**src/rtl/regfile_write_bank_pkg.sv**
```systemverilog
// Shared constants and FSM encoding for the register-file write bank.
// Imported by the bank top and its address decoder.
package regfile_write_bank_pkg;

    localparam int NUM_REGS = 32;
    localparam int ADDR_W   = 5;

    localparam logic [ADDR_W-1:0] CNT_LAST = 5'd31;

    typedef enum logic [1:0] {
        S_IDLE  = 2'd0,
        S_CLEAR = 2'd1,
        S_DONE  = 2'd2
    } state_t;

endpackage

```
**src/rtl/regfile_write_bank_decoder_5to32.sv**
```systemverilog
// 5-to-32 one-hot decoder with enable.
// Shared by the write path and the clear sequencer.
module decoder_5to32
    import regfile_write_bank_pkg::*;
(
    input  logic                en,
    input  logic [ADDR_W-1:0]   in,
    output logic [NUM_REGS-1:0] out
);

    // One bit set at position 'in' when enabled, otherwise all zero
    always_comb begin
        out = '0;
        if (en) out[in] = 1'b1;
    end

endmodule

```
**src/rtl/regfile_write_bank.sv**
```systemverilog
// Write side of the 32-entry register file with a sequenced
// one-entry-per-cycle clear engine and a valid/ready write port.
module regfile_write_bank
    import regfile_write_bank_pkg::*;
#(
    parameter int WIDTH    = 32,
    parameter bit ZERO_REG = 1'b1
) (
    input  logic                      clock,
    input  logic                      reset,
    input  logic                      wr_valid,
    output logic                      wr_ready,
    input  logic [ADDR_W-1:0]         wr_addr,
    input  logic [WIDTH-1:0]          wr_data,
    input  logic                      clr_req,
    output logic                      busy,
    output logic                      clr_done,
    output logic [NUM_REGS-1:0]       wr_onehot,
    output logic [NUM_REGS*WIDTH-1:0] q_flat
);

    state_t              r_state;
    state_t              w_state_nxt;
    logic [ADDR_W-1:0]   r_cnt;
    logic [ADDR_W-1:0]   w_cnt_nxt;
    logic                w_ready_st;
    logic                w_fire;
    logic                w_clr_en;
    logic [NUM_REGS-1:0] w_clr_onehot;
    logic [WIDTH-1:0]    r_regs [NUM_REGS];

    // Reset holds the port closed even before the state register settles
    assign wr_ready = w_ready_st & ~reset;
    assign w_fire   = wr_valid & wr_ready;
    assign w_clr_en = (r_state == S_CLEAR);

    decoder_5to32 u_wr_dec (
        .en  (w_fire),
        .in  (wr_addr),
        .out (wr_onehot)
    );

    decoder_5to32 u_clr_dec (
        .en  (w_clr_en),
        .in  (r_cnt),
        .out (w_clr_onehot)
    );

    // State and clear-counter registers
    always_ff @(posedge clock) begin
        if (reset) begin
            r_state <= S_IDLE;
            r_cnt   <= '0;
        end else begin
            r_state <= w_state_nxt;
            r_cnt   <= w_cnt_nxt;
        end
    end

    // Next-state logic and Moore outputs
    always_comb begin
        w_state_nxt = r_state;
        w_cnt_nxt   = r_cnt;
        w_ready_st  = 1'b1;
        busy        = 1'b0;
        clr_done    = 1'b0;
        case (r_state)
            S_IDLE: begin
                if (clr_req) begin
                    w_state_nxt = S_CLEAR;
                    w_cnt_nxt   = '0;
                end
            end
            S_CLEAR: begin
                w_ready_st = 1'b0;
                busy       = 1'b1;
                if (r_cnt == CNT_LAST) w_state_nxt = S_DONE;
                else                   w_cnt_nxt   = r_cnt + 1'b1;
            end
            S_DONE: begin
                clr_done    = 1'b1;
                w_state_nxt = S_IDLE;
            end
            default: begin
                w_ready_st  = 1'b0;
                w_state_nxt = S_IDLE;
                w_cnt_nxt   = '0;
            end
        endcase
    end

    // Storage: clear wins over write; entry 0 optionally pinned to zero
    always_ff @(posedge clock) begin
        for (int i = 0; i < NUM_REGS; i++) begin
            if (reset)                  r_regs[i] <= '0;
            else if (ZERO_REG && i == 0) r_regs[i] <= '0;
            else if (w_clr_onehot[i])   r_regs[i] <= '0;
            else if (wr_onehot[i])      r_regs[i] <= wr_data;
        end
    end

    for (genvar g = 0; g < NUM_REGS; g++) begin : g_flat
        assign q_flat[g*WIDTH +: WIDTH] = r_regs[g];
    end

endmodule

```
**config.mk**
```make
export PLATFORM = sky130hd
export DESIGN_NAME = regfile_write_bank
export DESIGN_NICKNAME = d
export VERILOG_FILES = /design/src/rtl/regfile_write_bank_pkg.sv /design/src/rtl/regfile_write_bank_decoder_5to32.sv /design/src/rtl/regfile_write_bank.sv
export SDC_FILE = /design/constraint.sdc
export NUM_CORES = 1
export LEC_CHECK = 0
export CORE_AREA = 8 8 417 419
export DETAILED_ROUTE_END_ITERATION = 12
export DIE_AREA = 0 0 425 427
export DONT_BUFFER_PORTS = 1
export PLACE_DENSITY = 0.33
export SLEW_MARGIN = 20
export SYNTH_ARGS = -nofsm -noshare
export SYNTH_HDL_FRONTEND = slang
export SYNTH_SLANG_ARGS = --single-unit
```
**constraint.sdc**
```tcl
create_clock -name clock -period 2.7 [get_ports clock]
set_input_delay 0.405 -clock clock [delete_from_list [all_inputs] [get_ports clock]]
set_output_delay 0.405 -clock clock [all_outputs]
set_load 0.02 [all_outputs]
```
---- Word-level counts from Yosys, hierarchy flattened ----
Memory sizes are Yosys's and may differ from the RTL's.
Index checks and enable logic that the tools add are counted.
word-level totals
  memories ................................ 1
  word-level logic and storage cells ...... 385
  input port bits ......................... 41
  RAM bits ................................ 1,024
  register bits ........................... 7
memory list
  memory  depth  width  rd ports  clocked after Yosys merged registers in  write ports  RTL line                  text
  r_regs  32     32     32        0                                        32           regfile_write_bank.sv:30  logic [WIDTH-1:0] r_regs [NUM_REGS];
cells by class
  add/subtract/negate cells ............... 1
  reduce and logical (&&, ||, !) cells .... 6
  equal/unequal tests ..................... 6
  bitwise gates (word level) .............. 67
  multiplexer cells ....................... 298
  order comparisons ....................... 4
operator list
  kind                 number
  $mux 32              65
  $mux 1               225
  $or 1x1->1           63
  $pmux 5 s3           1
  $lt 5x6->1 const B   2
  $demux 1 s5          2
  $ge 5x1->1 const B   2
  $mux 5               2
  $ne 2x2->1 const B   3
  $add 5x1->5 const B  1
  $eq 5x5->1 const B   1
  $mux 2               2
  $pmux 2 s2           1
  $reduce_and 3->1     1
  $and 1x1->1          2
  $eq 2x1->1 const B   1
  $eq 2x2->1 const B   1
  $logic_and 1x1->1    2
  $logic_not 2->1      1
  $not 1->1            2
  $reduce_and 2->1     1
  $reduce_or 2->1      1

---- Depth between registers and ports, before layout ----
  depth in word-level cells ............... 11
  gate-level depth with buffers ........... 7
  gate-level depth less buffers ........... 7

---- Modules after synthesis ----
Synthesis repeated with hierarchy kept, for this count alone.
second synthesis, totals
  cells, all modules ...................... 2,409
  area, all modules ....................... 39,196.3 µm²
modules (own cells, without submodules)
  module              area each (µm²)  cells an instance  sequential area each (µm²)  instances
  regfile_write_bank  38,735.9         2,315              29,928.7                    1
  decoder_5to32       230.2            47                 0.0                         2

---- Least setup slack after synthesis ----
No wires, ideal clock.
  kind .................................... input -> register
  start point ............................. in reset
  end point ............................... mem r_regs[20][0], in the netlist r_regs[1][128] (enable)
  cell stages on the path ................. 3
  path slack .............................. 0.153 ns
  path buffers ............................ 0
  required time ........................... 2.308 ns
  arrival time ............................ 2.155 ns
  library setup time ...................... 0.392 ns
  cell sequence ........................... or3b_4 > nor3_1 > a221o_1
RTL lines
  what             RTL line                  text
  start, declared  regfile_write_bank.sv:10  input logic reset,
  end, declared    regfile_write_bank.sv:30

---- Final worst setup path ----
  start point ............................. reg r_state[0]
  end point ............................... out wr_onehot[16]
on the way
  longest elaborated chain between the ends .. 6
  elaborated cells on any way between the ends .. 7
RTL lines
  what                                           RTL line                                text
  start, declared                                regfile_write_bank.sv:22                state_t r_state;
  start signal, assigned                         regfile_write_bank.sv:55                r_state <= w_state_nxt;
  $eq 2x2->1 or $logic_not 2->1 (tied branches)  regfile_write_bank.sv:67                case (r_state)
  $reduce_or 2->1 (no line) (*)                  -
  $mux 1 (*)                                     regfile_write_bank.sv:67
  $and 1x1->1 (*)                                regfile_write_bank.sv:33                assign wr_ready = w_ready_st & ~reset;
  $and 1x1->1 (*)                                regfile_write_bank.sv:34                assign w_fire = wr_valid & wr_ready;
  $mux 32 (*)                                    regfile_write_bank_decoder_5to32.sv:14  if (en) out[in] = 1'b1;
  end, declared                                  regfile_write_bank.sv:18                output logic [NUM_REGS-1:0] wr_onehot,
Mark *: on every way between the ends. The rest lies on a longest branch, timed or not.

==> flow_summary.ini <==
[place]
gp_congestion = 0.816
portBuffers = 0
dp_hpwl_um = 121000
dpl.cell_count = 4765

[detailed_routing]
drt_first_pass_iters = 5
viasPerCell = 4.53
via_count = 22800
drtIter0Drc = 2374
drc = 0
drt-total-wl_um = 189000
drtAntennaViolNets = 0
wl_per_cell_um = 37.6

[timing]
setup_viol = 0
worst_pin_slew_ns = 0.974
period_share_pct = 98.8
finClkSkew_ns = 0.0394
fin_setup_tns_ns = 0
max_freq_mhz = 375
min_period_ns = 2.67
drv_slew = 0
relSlewSlack_pct = 34.8
grt_setup_unrepaired = true
finalHoldViolations = 0
whs_ns = 0.0751

[cells_and_area]
final_common_cell = nor2_1
area_growth_pct = 22.0
drive_gt1_share_pct = 13.6
final_cells = 5035
utilization_pct = 26.7
nNetsFinal = 2764
final_cell_mix = nor2_1, edfxtp_1, nand2_1

[power_and_ir_drop]
p_per_area_nw_per_um2 = 801
power_uw = 35900
leakagePower_uw = 0.0148
ir_worst_vdd_mv = 0.536

[setup_path]
path_class = reg -> out
crit_path_end_kind = output pin
worstPathRequired_ns = 2.30
cp-start-kind = flop
crit_arrival_ns = 2.26
worstPathMaxFanout = 6

[clocking]
clk_pin_slew_ns = 0.06
cts_root_buf = clkbuf_16
cts_buffers = 111
cts_tree = yes
cts_sinks = 999
clock_path_buffers = 3
htreeDepth = 3
clk_latency_ns = 0.73

[synth]
synthArstFlopShare_pct = 0
yosysSeqAreaShare_pct = 81.4
synth_edf_count = 992
synth_cells = 2615
syn_avg_cell_area_sq_um = 14.1
ys_ff_latch = 999
synthDistinctLibCells = 30
synth_ff_type = edfxtp_1
netlist_area_sq_um = 36800
ys_warn_count = 0

[die]
initial_core_util_pct = 21.9
die_x_um = 425
design.core.area_sq_um = 168000
die_h_um = 427
rows = 151
io_pins = 1100
dieArea_sq_um = 181000

[outcome]
status = complete, no violations

[global_routing]
grt_use_total_pct = 19.8
antenna_found_initial = 21
grt_pass1_vias = 22000
grt_max_degree = 98
grt.overflow.total = 0
grt_first_pass_wirelength_um = 239000

[min_path]
hp-class = in -> reg

[run]
drv_cap = 0
==> layer usage <==
metal,wire length (um),global-route usage (%),vias up
met2,99400,36.1,1275
met4,7050,6.75,4
met3,16700,6.54,254
li1,-,-,9153
met1,66000,21.4,12100
met5,26,0,-
==> Yosys cell counts, types with 2 or more instances <==
| master | number | area [sq um] |
|---|---|---|
| nand2_1 | 262 | 983 |
| nand3b_1 | 8 | 60.1 |
| mux2i_1 | 3 | 30.0 |
| nor2b_1 | 3 | 18.8 |
| or3b_2 | 2 | 17.5 |
| and3_1 | 4 | 25.0 |
| buf_2 | 34 | 170 |
| a21oi_1 | 4 | 20.0 |
| nor3_1 | 4 | 20.0 |
| and3b_1 | 5 | 43.8 |
| edfxtp_1 | 992 | 29800 |
| or3_1 | 2 | 12.5 |
| nor2_1 | 1033 | 3880 |
| nand3_1 | 4 | 20.0 |
| o211ai_1 | 5 | 37.5 |
| a221o_1 | 31 | 310 |
| buf_4 | 32 | 240 |
| ha_1 | 5 | 62.6 |
| dfxtp_1 | 7 | 140 |
| buf_6 | 20 | 225 |
| clkbuf_2 | 3 | 15.0 |
| buf_1 | 22 | 82.6 |
| clkbuf_1 | 107 | 402 |
| nor3b_2 | 5 | 62.6 |
| nor3b_1 | 5 | 37.5 |
| inv_1 | 9 | 33.8 |
==> worst paths after layout <==
kind                                  endpoint  slack (ns)  cells past startpoint                    start
setup / recovery                 wr_onehot[16]        0.03                      5  r_state[0]$_SDFFE_PP0P_
hold / removal    r_regs[1][153]$_SDFFCE_PN0P_        0.08                      2              wr_data[25]
setup reg to reg   r_regs[0][67]$_SDFFCE_PN0P_        0.16                      6    r_cnt[0]$_SDFFE_PP0P_
hold reg to reg          r_cnt[3]$_SDFFE_PP0P_        0.68                      2    r_cnt[3]$_SDFFE_PP0P_
==> flip-flops by register name, summed over array words and instances (netlist names) <==
signal / cells
r_regs: 992
r_cnt: 5
r_state: 2
==> report_power, final <==
part | switching, uW | leakage, uW | internal (uW)
sequential | 1190 | 0.0104 | 17600
combinational | 1250 | 0.00260 | 354
clock | 6570 | 0.00180 | 8940
total | 9010 | 0.0148 | 26900
==> stage by stage <==
step / setup slack (ns) / area (sq um)
global route: -0.0473 / 44800
finish: 0.0314 / 44900
global placement: 0.116 / 40200
detailed placement: 0.140 / 40200
CTS: -0.102 / 44800
floorplan: 0.153 / 36900
==> layout make-up <==
cell class	instances	area [sq um]
flip-flops and latches	999	29900
inverters	9	33.8
multi-input cells	1421	5940
well taps	2218	2780
repair buffers	176	2500
clock inverters	77	751
fillers	17200	123000
clock buffers	129	2910
diodes	6	15.0
==> kinds of logic after synthesis <==
family / count (synthesis) / synth area share (%)
AND/OR/NAND/NOR: 1340 / 14.2
flip-flops: 999 / 81.4
buffers and inverters: 227 / 3.18
AO/OA/AOI/OAI: 40 / 1.00
adder cells (fa/ha/maj): 5 / 0.170
multiplexers: 3 / 0.0817
other: 1 / 0.0102
==> critical path, stage by stage, from the launching register on <==
cell	delay [ns]
dfxtp_4	0.35
or3b_4	0.37
or3_4	0.37
buf_12	0.17
nor2_4	0.11
buf_6	0.12
==> timing repair <==
item | 4_1_cts | 5_1_grt
resized for setup | 28 | 0
pin swaps | 11 | 1
hold buffers | 43 | 0
endpoints found under the hold margin | 824 | 0
gates cloned | 3 | 0
setup buffers | 12 | 0
endpoints found under the setup margin | 24 | 16
Power figures use the tool's default switching activity.
